## config.mk

```make
export PLATFORM = sky130hd
export DESIGN_NAME = pkt_rr_arbiter
export DESIGN_NICKNAME = d
export VERILOG_FILES = /design/src/rtl/pkt_arb_pkg.sv /design/src/rtl/pkt_rr_arbiter_rr_pick.sv /design/src/rtl/pkt_rr_arbiter.sv
export SDC_FILE = /design/constraint.sdc
export NUM_CORES = 1
export LEC_CHECK = 0
export CORE_UTILIZATION = 43
export CTS_CLUSTER_DIAMETER = 30
export DETAILED_ROUTE_END_ITERATION = 12
export PLACE_DENSITY = 0.81
export SETUP_SLACK_MARGIN = 0.5
export SYNTH_ARGS = -nofsm -noshare
export SYNTH_HDL_FRONTEND = slang
export SYNTH_SLANG_ARGS = --single-unit
```

## constraint.sdc

```tcl
create_clock -name clk -period 4.2 [get_ports clk]
set_input_delay 0.84 -clock clk [delete_from_list [all_inputs] [get_ports clk]]
set_output_delay 0.84 -clock clk [all_outputs]
set_load 0.1 [all_outputs]
```

## src/rtl/pkt_arb_pkg.sv

```systemverilog
`default_nettype none
// +----------------------------------------------------------------------------+
// | Module   : pkt_arb_pkg                                                     |
// | Purpose  : Shared types and constants for the packet round-robin arbiter.  |
// |            arb_state_t : arbiter FSM state (IDLE / LOCK)                   |
// |            PKT_CNT_W   : width of the emitted-packet counter               |
// | Revision : 1.0 - initial release                                           |
// +----------------------------------------------------------------------------+
package pkt_arb_pkg;

  typedef enum logic {
    IDLE = 1'b0,  // no packet in flight, arbitrate among sop requesters
    LOCK = 1'b1   // grant held by the owner until its eop is accepted
  } arb_state_t;

  localparam int PKT_CNT_W = 32;

endpackage : pkt_arb_pkg
`default_nettype wire

```

## src/rtl/pkt_rr_arbiter_rr_pick.sv

```systemverilog
`default_nettype none
// +----------------------------------------------------------------------------+
// | Module   : rr_pick                                                         |
// | Purpose  : Combinational round-robin picker. Starting at ptr and wrapping  |
// |            modulo NUM_IN, returns the first asserted request.              |
// | Ports    : req [NUM_IN] in  - request vector                               |
// |            ptr [CHAN_W] in  - highest-priority index (must be < NUM_IN)    |
// |            any          out - at least one request is asserted             |
// |            sel [CHAN_W] out - index of the winning request                 |
// | Revision : 1.0 - initial release                                           |
// +----------------------------------------------------------------------------+
module rr_pick #(
  parameter int NUM_IN = 4,
  parameter int CHAN_W = $clog2(NUM_IN)
) (
  input  logic [NUM_IN-1:0] req,
  input  logic [CHAN_W-1:0] ptr,
  output logic              any,
  output logic [CHAN_W-1:0] sel
);

  localparam logic [CHAN_W:0] c_num_in = (CHAN_W+1)'(NUM_IN);

  logic [2*NUM_IN-1:0] w_dbl;
  logic [NUM_IN-1:0]   w_rot;
  logic [CHAN_W-1:0]   w_off;
  logic                w_found;
  logic [CHAN_W:0]     w_sum;

  // Duplicating the vector turns the modulo rotate into a plain window select:
  // bit k of the window is request (ptr + k) mod NUM_IN.
  assign w_dbl = {req, req};

  always_comb begin
    w_rot = '0;
    for (int k = 0; k < NUM_IN; k++) begin
      w_rot[k] = w_dbl[int'(ptr) + k];
    end
  end

  // Lowest set bit of the rotated window is the distance from ptr to the winner.
  always_comb begin
    w_off   = '0;
    w_found = 1'b0;
    for (int k = 0; k < NUM_IN; k++) begin
      if (!w_found && w_rot[k]) begin
        w_off   = CHAN_W'(k);
        w_found = 1'b1;
      end
    end
  end

  // Map the offset back to an absolute index; one conditional subtract suffices
  // because ptr and offset are both below NUM_IN.
  always_comb begin
    w_sum = {1'b0, ptr} + {1'b0, w_off};
    if (w_sum >= c_num_in) begin
      w_sum = w_sum - c_num_in;
    end
  end

  assign any = |req;
  assign sel = w_sum[CHAN_W-1:0];

endmodule : rr_pick
`default_nettype wire

```

## src/rtl/pkt_rr_arbiter.sv

```systemverilog
`default_nettype none
// +----------------------------------------------------------------------------+
// | Module   : pkt_rr_arbiter                                                  |
// | Purpose  : Packet-aware round-robin merge of NUM_IN Avalon-ST streams onto |
// |            one registered output. A grant is held sop..eop so packets      |
// |            never interleave; non-sop beats from non-owners are dropped.    |
// | Ports    : clk, rst_n         - clock, async active-low reset              |
// |            in_valid/in_ready  - per-input handshake                        |
// |            in_data/sop/eop    - per-input beat (input i at i*DATA_WIDTH)   |
// |            out_valid/out_ready- output handshake (registered valid)        |
// |            out_data/sop/eop   - registered beat                            |
// |            out_chan           - source input of the current output beat    |
// |            err_orphan         - one-cycle pulse per cycle with a drop      |
// |            pkt_count          - wrapping count of eop beats emitted        |
// | Revision : 1.0 - initial release                                           |
// +----------------------------------------------------------------------------+
module pkt_rr_arbiter
  import pkt_arb_pkg::*;
#(
  parameter int NUM_IN     = 4,
  parameter int DATA_WIDTH = 20,
  parameter int CHAN_W     = $clog2(NUM_IN)
) (
  input  logic                         clk,
  input  logic                         rst_n,
  input  logic [NUM_IN-1:0]            in_valid,
  output logic [NUM_IN-1:0]            in_ready,
  input  logic [NUM_IN*DATA_WIDTH-1:0] in_data,
  input  logic [NUM_IN-1:0]            in_sop,
  input  logic [NUM_IN-1:0]            in_eop,
  output logic                         out_valid,
  input  logic                         out_ready,
  output logic [DATA_WIDTH-1:0]        out_data,
  output logic                         out_sop,
  output logic                         out_eop,
  output logic [CHAN_W-1:0]            out_chan,
  output logic                         err_orphan,
  output logic [PKT_CNT_W-1:0]         pkt_count
);

  localparam logic [CHAN_W-1:0] c_last_idx = CHAN_W'(NUM_IN - 1);

  arb_state_t           r_state;
  logic [CHAN_W-1:0]    r_ptr;
  logic [CHAN_W-1:0]    r_gnt;
  logic                 r_out_valid;
  logic [DATA_WIDTH-1:0] r_out_data;
  logic                 r_out_sop;
  logic                 r_out_eop;
  logic [CHAN_W-1:0]    r_out_chan;
  logic                 r_err_orphan;
  logic [PKT_CNT_W-1:0] r_pkt_count;

  logic                  w_load;
  logic [NUM_IN-1:0]     w_req;
  logic                  w_any;
  logic [CHAN_W-1:0]     w_sel;
  logic [CHAN_W-1:0]     w_ptr_next;
  logic [NUM_IN-1:0]     w_orphan;
  logic [NUM_IN-1:0]     w_ready;
  logic                  w_take;
  logic [CHAN_W-1:0]     w_idx;
  logic [DATA_WIDTH-1:0] w_beat_data [NUM_IN];
  logic                  w_out_fire;

  // Output register can accept a new beat when empty or draining this cycle.
  assign w_load     = !r_out_valid || out_ready;
  assign w_out_fire = r_out_valid && out_ready;
  assign w_req      = in_valid & in_sop;

  rr_pick #(
    .NUM_IN (NUM_IN),
    .CHAN_W (CHAN_W)
  ) u_rr_pick (
    .req (w_req),
    .ptr (r_ptr),
    .any (w_any),
    .sel (w_sel)
  );

  assign w_ptr_next = (w_sel == c_last_idx) ? '0 : w_sel + CHAN_W'(1);

  genvar gi;
  generate
    for (gi = 0; gi < NUM_IN; gi++) begin : g_lane
      assign w_beat_data[gi] = in_data[gi*DATA_WIDTH +: DATA_WIDTH];
      // Any non-sop beat not belonging to the current owner has no packet to
      // join; it is always accepted and thrown away so the FIFO can resync.
      assign w_orphan[gi] = in_valid[gi] && !in_sop[gi] &&
                            !((r_state == LOCK) && (r_gnt == CHAN_W'(gi)));
    end
  endgenerate

  always_comb begin
    w_ready = w_orphan;
    w_take  = 1'b0;
    if (r_state == IDLE) begin
      if (w_any && w_load) begin
        w_ready[w_sel] = 1'b1;
        w_take         = 1'b1;
      end
    end else begin
      if (w_load) begin
        w_ready[r_gnt] = 1'b1;
      end
      w_take = w_load && in_valid[r_gnt];
    end
  end

  // No handshake may complete while reset is asserted.
  assign in_ready = rst_n ? w_ready : '0;

  // Mux select depends only on state and sop/valid, never on data.
  assign w_idx = (r_state == LOCK) ? r_gnt : w_sel;

  // Arbitration FSM with round-robin pointer and owner register.
  always_ff @(posedge clk or negedge rst_n) begin
    if (!rst_n) begin
      r_state <= IDLE;
      r_ptr   <= '0;
      r_gnt   <= '0;
    end else begin
      case (r_state)
        IDLE: begin
          if (w_any && w_load) begin
            r_ptr <= w_ptr_next;
            if (!in_eop[w_sel]) begin
              r_state <= LOCK;
              r_gnt   <= w_sel;
            end
          end
        end
        LOCK: begin
          if (w_take && in_eop[r_gnt]) begin
            r_state <= IDLE;
          end
        end
        default: r_state <= IDLE;
      endcase
    end
  end

  always_ff @(posedge clk or negedge rst_n) begin
    if (!rst_n) begin
      r_out_valid <= 1'b0;
      r_out_data  <= '0;
      r_out_sop   <= 1'b0;
      r_out_eop   <= 1'b0;
      r_out_chan  <= '0;
    end else if (w_take) begin
      r_out_valid <= 1'b1;
      r_out_data  <= w_beat_data[w_idx];
      r_out_sop   <= in_sop[w_idx];
      r_out_eop   <= in_eop[w_idx];
      r_out_chan  <= w_idx;
    end else if (out_ready) begin
      r_out_valid <= 1'b0;
    end
  end

  // Orphans are always ready, so a pending orphan is also a dropped one.
  always_ff @(posedge clk or negedge rst_n) begin
    if (!rst_n) begin
      r_err_orphan <= 1'b0;
      r_pkt_count  <= '0;
    end else begin
      r_err_orphan <= |w_orphan;
      if (w_out_fire && r_out_eop) begin
        r_pkt_count <= r_pkt_count + PKT_CNT_W'(1);
      end
    end
  end

  assign out_valid  = r_out_valid;
  assign out_data   = r_out_data;
  assign out_sop    = r_out_sop;
  assign out_eop    = r_out_eop;
  assign out_chan   = r_out_chan;
  assign err_orphan = r_err_orphan;
  assign pkt_count  = r_pkt_count;

endmodule : pkt_rr_arbiter
`default_nettype wire
```

==> run metrics, run 1 <==
Layout Skew 0.0130 ns; HPWL Detailed 7.76 mm; GR Overflow Total 0; aggregate routed wire length 10.4 mm; FILL cells 601; Hold Path Class primary input to asynchronous set/reset pin; most frequent cells in the layout clkdlybuf4s50_1, dfrtp_1, nand2_1; commonest non-fill, non-tap cell in the layout clkdlybuf4s50_1; fin crit share 89.7%; worst path bufs/invs 3; CORE AREA 8300 um^2; register area share after synthesis 42.2%; number of enable flip-flop cells after synthesis 0; Reg2Reg Depth 8; final setup fails 0; clk_lat worst skew 0.33 ns; first-pass GRT wire length 16.9 mm; CTS Buf Count 9; die extent in y 95.2 um; DRC viols 0; DP Worst Slack -0.0591 ns; routed len/inst 15.8 um; nets@finish 646; via count 3503; Max Cap Viol 0; Tot GR Track Use 24.3%; Syn Area/Cell 9.77 um^2; async set-reset flop share out of synthesis 100%; RePlAce Congestion 0.922; vias in the first global route 3581; Synth top area share 42.2%; fraction of layout cells with a size suffix above 1 15.6%; final hold violations 0; Chip Width 95.2 um; Root Driver clkbuf_8; CP max-delay cell a221oi_4; status complete, no violations; Port Buffers 156; largest net degree at the start of global routing 61; Slew headroom 30.4%; dominant cells by area after synthesis dfrtp_1, mux2i_1, xnor2_1; Multi-input gate area 2190 um^2; vias per cell 5.33; ANT cells 0; CTS tree done; slew at the pin closest to its max-slew limit 1.04 ns; Syn Nets 481; # rows 33; final core occ 71.3%; Worst path max stage delay 0.31 ns; WS Path Type primary input to output port; top_reg_cell synth dfrtp_1; peak supply drop 0.563 mV; synthesis-stage register bit count 63; Worst Path Max Fanout 4; Max clock buf depth 2; hold_ws 0.322 ns; die footprint 9060 um^2; pwr/cell area 815 nW/um^2; Worst Path Required 3.36 ns; crit-path cells buf_8, and2_4, nor3_2, a31oi_2, o21ai_1, ha_2, xor2_2, and3_4, or2_4, inv_2, ha_4, a221oi_4, nor2b_4, buf_12; crit-path leading delay family simple AND/OR/NAND/NOR gates; Initial Utilization 45.0%; register clock-pin slew on the reported worst setup and hold paths 0.08 ns; crit path DAT 2.93 ns; register area 1580 um^2; crit path time final 3.77 ns; Sink Count 63; synthesized cell area 3730 um^2; origin of the critical flop-to-flop path r_ptr[0]; Initial DRC Count 116; antenna violations before repair 0; Detailed Routing Iterations Pass 1 4; CTS H-tree lvls 3; Max Slew Vio Count 0; hold buffers post-CTS 0; area grow syn2layout 58.4%; r2r setup slk 1.38 ns; reg-to-reg endpoint r_gnt[0]; RSZ-0062 raised after global routing yes; CP endpoint kind output port; CP startpoint kind primary input; largest area contributor in the netlist dfrtp_1; P_leak 0.00269 uW; I/O pin total 157; Yosys cell types 47; Antenna Nets Post-Route 0; Ys Warns 0; fmax 265 MHz; setup ws final 0.433 ns; Syn Inst Count 382
state kept, by name (all words and copies together) (netlist names), 2 cells and up:
name and flops:
out_chan 2, out_data 20, pkt_count 32, r_gnt 2, r_ptr 2
power by group:
part | total [uW] | internal, uW | switching, uW
Sequential | 950 | 784 | 166
Combinational | 3390 | 1190 | 2190
Clock | 484 | 233 | 251
through the flow:
stage	power [uW]	area, um^2	TNS (ns)	instances
finish	4820	5910	0	657
detailed placement	4240	5560	-0.0591	633
floorplan	3420	3800	0	382
CTS	4770	5810	0	656
global route	5090	5910	0	657
global placement	4200	5560	0	633
how the worst max path moves through the flow:
stage	slack (ns)	to	cells past startpoint	start
6_report	0.43	in_ready[1]	14	in_valid[2]
5_1_grt	0.35	in_ready[1]	16	in_valid[2]
4_1_cts	0.43	in_ready[1]	14	in_valid[0]
3_5_place_dp	-0.06	in_ready[1]	16	in_sop[1]
3_3_place_gp	0.01	in_ready[1]	16	in_sop[1]
2_1_floorplan	0.37	in_ready[3]	12	in_sop[0]
timing repair:
action / in CTS / in global routing
endpoints found under the setup margin: 4 / 4
setup buffers: 7 / 1
pin swaps: 14 / 13
resized for setup: 47 / 25
synth_stat cells (6+ instances only):
cell and count:
dfrtp_1 63, nand2_1 53, mux2i_1 46, a21oi_1 28, xnor2_1 23, a22o_1 22
nand3_1 15, nor2_1 15, buf_2 9, clkbuf_1 9, xor2_1 9, inv_1 8
and3_1 7, o21ai_0 7, nand4_1 6
metal layers:
| metal | wire [um] | GRT usage [%] |
|---|---|---|
| met1 | 4180 | 28.9 |
| met2 | 5440 | 42.6 |
| met3 | 597 | 5.10 |
| met4 | 196 | 9.60 |
| met5 | 0 | 0 |
final cells by class:
| cell class | instances | area share (%) |
|---|---|---|
| Sequential cell | 63 | 26.7 |
| Clock inverter | 6 | 0.740 |
| Inverter | 8 | 0.508 |
| Tap cell | 105 | 2.22 |
| Timing Repair Buffer | 176 | 30.5 |
| Multi-Input combinational cell | 289 | 37.1 |
| Clock buffer | 10 | 2.33 |
worst register-to-register path: stages (launching register included):
cell and delay, ns:
dfrtp_1 0.60, nor3_2 0.11, a31oi_2 0.17, o21ai_1 0.09, ha_2 0.53, mux2i_1 0.31, or3b_1 0.38, a21oi_2 0.17
mux2_1 0.34
cell families after synthesis:
logic type / share of synthesized area, %
and+or+nand+nor: 15.6
AOI/OAI and AO/OA: 15.4
DFF: 42.2
muxes: 14.1
xor gates and xnor gates: 7.51
buffers and inverters: 3.72
adders and majority gates: 1.34
Power figures use the tool's default switching activity.
==> run 2: changes to the inputs <==
--- a/config.mk
+++ b/config.mk
@@ -8,7 +8,7 @@
 export CORE_UTILIZATION = 43
 export CTS_CLUSTER_DIAMETER = 30
 export DETAILED_ROUTE_END_ITERATION = 12
-export PLACE_DENSITY = 0.81
+export PLACE_DENSITY = 0.92
 export SETUP_SLACK_MARGIN = 0.5
 export SYNTH_ARGS = -nofsm -noshare
 export SYNTH_HDL_FRONTEND = slang
==> run metrics, run 2 (synthesis gave the netlist of run 1 again) <==
max FFs per register 32; routed len/inst 16.3 um; sequential share of power 19.3%; I/O pin total 157; Worst Path Required 3.36 ns; CP endpoint kind output port; post-route cell area 5930 um^2; commonest non-fill, non-tap cell in the layout clkdlybuf4s50_1; final hold violations 0; clk_lat worst skew 0.33 ns; FILL cells 595; pwr/cell area 828 nW/um^2; Worst Path Max Fanout 3; final setup fails 0; first-pass GRT wire length 17.0 mm; register area 1580 um^2; HPWL Detailed 7.78 mm; Psw 2640 uW; CTS H-tree lvls 3; crit path time final 3.91 ns; aggregate routed wire length 10.8 mm; CP startpoint kind primary input; Tot GR Track Use 24.4%; fin crit share 93.0%; peak supply drop 0.506 mV; sw frac 53.7%; largest net degree at the start of global routing 62; RSZ-0062 raised after global routing yes; ANT cells 0; Sink Count 63; RePlAce Congestion 0.831; final core occ 71.4%; Port Buffers 156; Max Cap Viol 0; cell internal pwr 2270 uW; Antenna Nets Post-Route 0; CORE AREA 8300 um^2; vias per cell 5.48; Max clock buf depth 2; clock share of power 11.0%; start point of the critical path in_valid[0]; Chip Width 95.2 um; CTS tree done; fmax 256 MHz; placed cell area 5560 um^2; antenna violations before repair 0; register clock-pin slew on the reported worst setup and hold paths 0.07 ns; Gate power share 69.7%; Reg2Reg Depth 12; Detailed Routing Iterations Pass 1 4; DRC viols 0; Root Driver clkbuf_8; reg-to-reg endpoint out_data[16]; fraction of layout cells with a size suffix above 1 16.4%; status complete, no violations; Max Slew Vio Count 0; most frequent cells in the layout clkdlybuf4s50_1, dfrtp_1, mux2i_1; Initial DRC Count 114; area grow syn2layout 58.8%; Setup crit end in_ready[1]; die extent in y 95.2 um; origin of the critical flop-to-flop path r_ptr[0]; via count 3622; die footprint 9060 um^2; Layout Skew 0.0124 ns; crit path DAT 3.07 ns; P_leak 0.00271 uW; hold_ws 0.319 ns; Hold Path Class primary input to asynchronous set/reset pin; vias in the first global route 3625; WS Path Type primary input to output port; nets@finish 650; # rows 33; GR Overflow Total 0; Slew headroom 32.0%; Initial Utilization 45.0%; Multi-input gate area 2200 um^2; r2r setup slk 1.18 ns; CTS Buf Count 9; slew at the pin closest to its max-slew limit 1.02 ns
run 2: cell types whose count changed in the layout (fill, tap and decap cells not counted), sizes merged:
cell      delta
clkinv       +2
buf          +4
inv          -2
bufinv       +1
clkinvlp     -1
run 2: power groups by stage:
stage	clock network [uW]	registers, uW	logic [uW]
floorplan	0	1940	1480
global placement	0	942	3220
detailed placement	0	947	3290
CTS	559	944	3330
global route	586	975	3600
finish	540	949	3420
run 2: final cells by class:
| type | count | area share, % |
|---|---|---|
| tap | 105 | 2.22 |
| clock buffer | 10 | 2.32 |
| multi-input combinational | 289 | 37.0 |
| sequential | 63 | 26.6 |
| clock inverter | 6 | 1.18 |
| timing repair buffer | 180 | 30.1 |
| inverter | 8 | 0.507 |
run 2: worst min-delay path by stage:
| stage | endpoint | slack (ns) | start |
|---|---|---|---|
| after floorplan | err_orphan | 0.54 | rst_n |
| after CTS | err_orphan | 0.30 | rst_n |
| after detailed placement | pkt_count[31] | 0.46 | pkt_count[31] |
| after global routing | r_ptr[0] | 0.29 | rst_n |
| final | err_orphan | 0.32 | rst_n |
| after global placement | pkt_count[31] | 0.46 | pkt_count[31] |
run 2: stage by stage:
step	worst slack (ns)	setup TNS [ns]	instances	power, uW
floorplan	0.370	0	382	3420
global placement	0.0285	0	637	4160
detailed placement	-0.0825	-0.0825	637	4230
CTS	0.421	0	658	4830
global route	0.229	0	661	5160
finish	0.293	0	661	4910
run 2: repair_timing:
action | CTS | global route
pin swaps | 14 | 13
gates cloned | 0 | 0
setup endpoints to repair | 4 | 4
hold buffers | 0 | 0
resized for setup | 50 | 17
setup buffers | 5 | 3
run 2: metal layers:
metal / GRT usage (%) / part of all wire [%] / vias to the layer above
li1: - / - / 1704
met2: 42.3 / 51 / 155
met1: 28.5 / 40 / 1741
met5: 0 / 0 / -
met3: 6.22 / 6.0 / 22
met4: 9.97 / 2.6 / 0
run 2: worst max-delay path, cell delays in order:
cell      delay [ns]
buf_8           0.11
and2_4          0.17
o31ai_2         0.22
a21oi_1         0.13
o21ai_1         0.13
ha_2            0.22
xor2_2          0.17
and3_4          0.20
or2_4           0.11
inv_2           0.04
ha_4            0.15
a221oi_4        0.33
nor2b_4         0.08
buf_12          0.17
==> run 3: changes to the inputs <==
--- a/config.mk
+++ b/config.mk
@@ -5,8 +5,9 @@
 export SDC_FILE = /design/constraint.sdc
 export NUM_CORES = 1
 export LEC_CHECK = 0
-export CORE_UTILIZATION = 43
-export CTS_CLUSTER_DIAMETER = 30
+export CELL_PAD_IN_SITES_DETAIL_PLACEMENT = 1
+export CELL_PAD_IN_SITES_GLOBAL_PLACEMENT = 2
+export CORE_UTILIZATION = 25
 export DETAILED_ROUTE_END_ITERATION = 12
 export PLACE_DENSITY = 0.92
 export SETUP_SLACK_MARGIN = 0.5
==> run metrics, run 3 (synthesis gave the netlist of run 1 again) <==
max FFs per register 32; routed len/inst 16.4 um; # rows 44; aggregate routed wire length 12.3 mm; CP dominant cell by count nand2_4; total power 5230 uW; Hold Path Class flip-flop to flip-flop; Max Slew Vio Count 0; vias in the first global route 3944; via count 3587; RSZ-0062 raised after global routing yes; Max clock buf depth 2; CP Depth 16; sequential share of power 18.3%; final setup fails 0; clock share of power 15.2%; CTS tree done; fin crit share 91.1%; first-pass GRT wire length 20.2 mm; crit-path leading delay family compound AO/OA/AOI/OAI gates; status complete, no violations; I/O pin total 157; CP startpoint kind primary input; Tot GR Track Use 16.4%; Chip Width 124 um; CP max-delay cell a221oi_4; reg-to-reg endpoint out_data[9]; Slew headroom 30.2%; Worst path max stage delay 0.30 ns; register clock-pin slew on the reported worst setup and hold paths 0.06 ns; final hold violations 0; crit path DAT 2.99 ns; Detailed Routing Iterations Pass 1 4; fraction of layout cells with a size suffix above 1 17.1%; largest net degree at the start of global routing 64; nets@finish 656; Max Cap Viol 0; cell internal pwr 2530 uW; GR Overflow Total 0; CTS Buf Count 9; crit-path cells buf_4, nand2_4, nand2_4, nand3_2, o21ai_2, a21oi_1, o21ai_1, ha_2, xor2_2, and3_4, or2_4, inv_2, ha_4, a221oi_4, nor2b_4, buf_12; peak supply drop 0.380 mV; hold path depth 1; WS Path Type primary input to output port; ANT cells 0; Sink Count 63; Reg2Reg Depth 10; CTS H-tree lvls 3; sw frac 51.6%; FILL cells 1640; die extent in y 124 um; Port Buffers 156; Psw 2700 uW; CP endpoint kind output port; Antenna Nets Post-Route 0; die footprint 15400 um^2; Gate power share 66.4%; most frequent cells in the layout clkdlybuf4s50_1, dfrtp_1, nand2_1, mux2i_1, buf_4; r2r setup slk 1.23 ns; area grow syn2layout 65.9%; antenna violations before repair 0; vias per cell 4.81; HPWL Detailed 9.17 mm; worst path bufs/invs 3; Hold Startpoint pkt_count[31]; WHS Endpoint pkt_count[31]; Initial Utilization 25.7%; fmax 261 MHz; CORE AREA 14500 um^2; clk_lat worst skew 0.33 ns; Layout Skew 0.00681 ns; Root Driver clkbuf_16; crit path time final 3.83 ns; RePlAce Congestion 0.856; slew at the pin closest to its max-slew limit 1.04 ns; pwr/cell area 845 nW/um^2; Worst Path Max Fanout 5; commonest non-fill, non-tap cell in the layout clkdlybuf4s50_1; hold buffers post-CTS 0; Initial DRC Count 80; DRC viols 0; P_leak 0.00279 uW; Worst Path Required 3.36 ns; origin of the critical flop-to-flop path r_ptr[0]; total negative slack 0 ns
[run 3: cell count changes in the layout (fill, tap and decap cells not counted), moves of 2 or more]
cell        delta
clkbuf_8      -10
buf_4          +7
clkinvlp_4     +2
clkinv_4       -4
clkbuf_16      +9
[run 3: repair_timing]
action | in CTS | in global routing
endpoints found under the setup margin | 4 | 4
pin swaps | 18 | 14
gates resized for setup | 55 | 15
hold endpoints to repair | 0 | 0
setup buffers | 7 | 2
[run 3: how the worst max path moves through the flow]
stage / startpoint / endpoint / slack [ns]
final: in_sop[1] / in_ready[1] / 0.37
after global routing: in_sop[1] / in_ready[1] / 0.25
after CTS: in_valid[0] / in_ready[1] / 0.41
after detailed placement: in_sop[1] / in_ready[1] / -0.10
after global placement: in_sop[1] / in_ready[1] / 0.01
after floorplan: in_sop[0] / in_ready[3] / 0.37
[run 3: metrics by stage]
step                      area (um^2)  utilization [%]  setup slack (ns)  instances  hold slack (ns)
after CTS                        6110             42.0             0.407        744            0.490
after global placement           5700             39.2            0.0137        721            0.462
final                            6190             42.6             0.372        746            0.482
after floorplan                  3800                -             0.370        382            0.544
after global routing             6190             42.6             0.248        746            0.503
after detailed placement         5700             39.2            -0.102        721            0.481
[run 3: layout make-up]
type,instances,area (um^2),area share (%)
clock inverter,6,85.1,1.37
tap,184,230,3.72
inverter,8,30.0,0.485
sequential,63,1580,25.5
clock buffer,10,229,3.70
timing repair buffer,186,1830,29.6
multi-input combinational,289,2210,35.7
[run 3: power groups by stage]
stage	clock network (uW)	logic (uW)	registers, uW
detailed placement	0	3370	961
global placement	0	3330	953
floorplan	0	1480	1940
global route	844	3690	993
finish	798	3470	960
CTS	818	3450	957
[run 3: layer usage]
metal  share of wire [%]  up-vias  track usage [%]
met2                  49      126             27.7
met4                 3.1        0             7.65
met3                 7.0       28             5.04
met1                  41     1725             18.8
met5                   0        -                0
li1                    -     1708                -
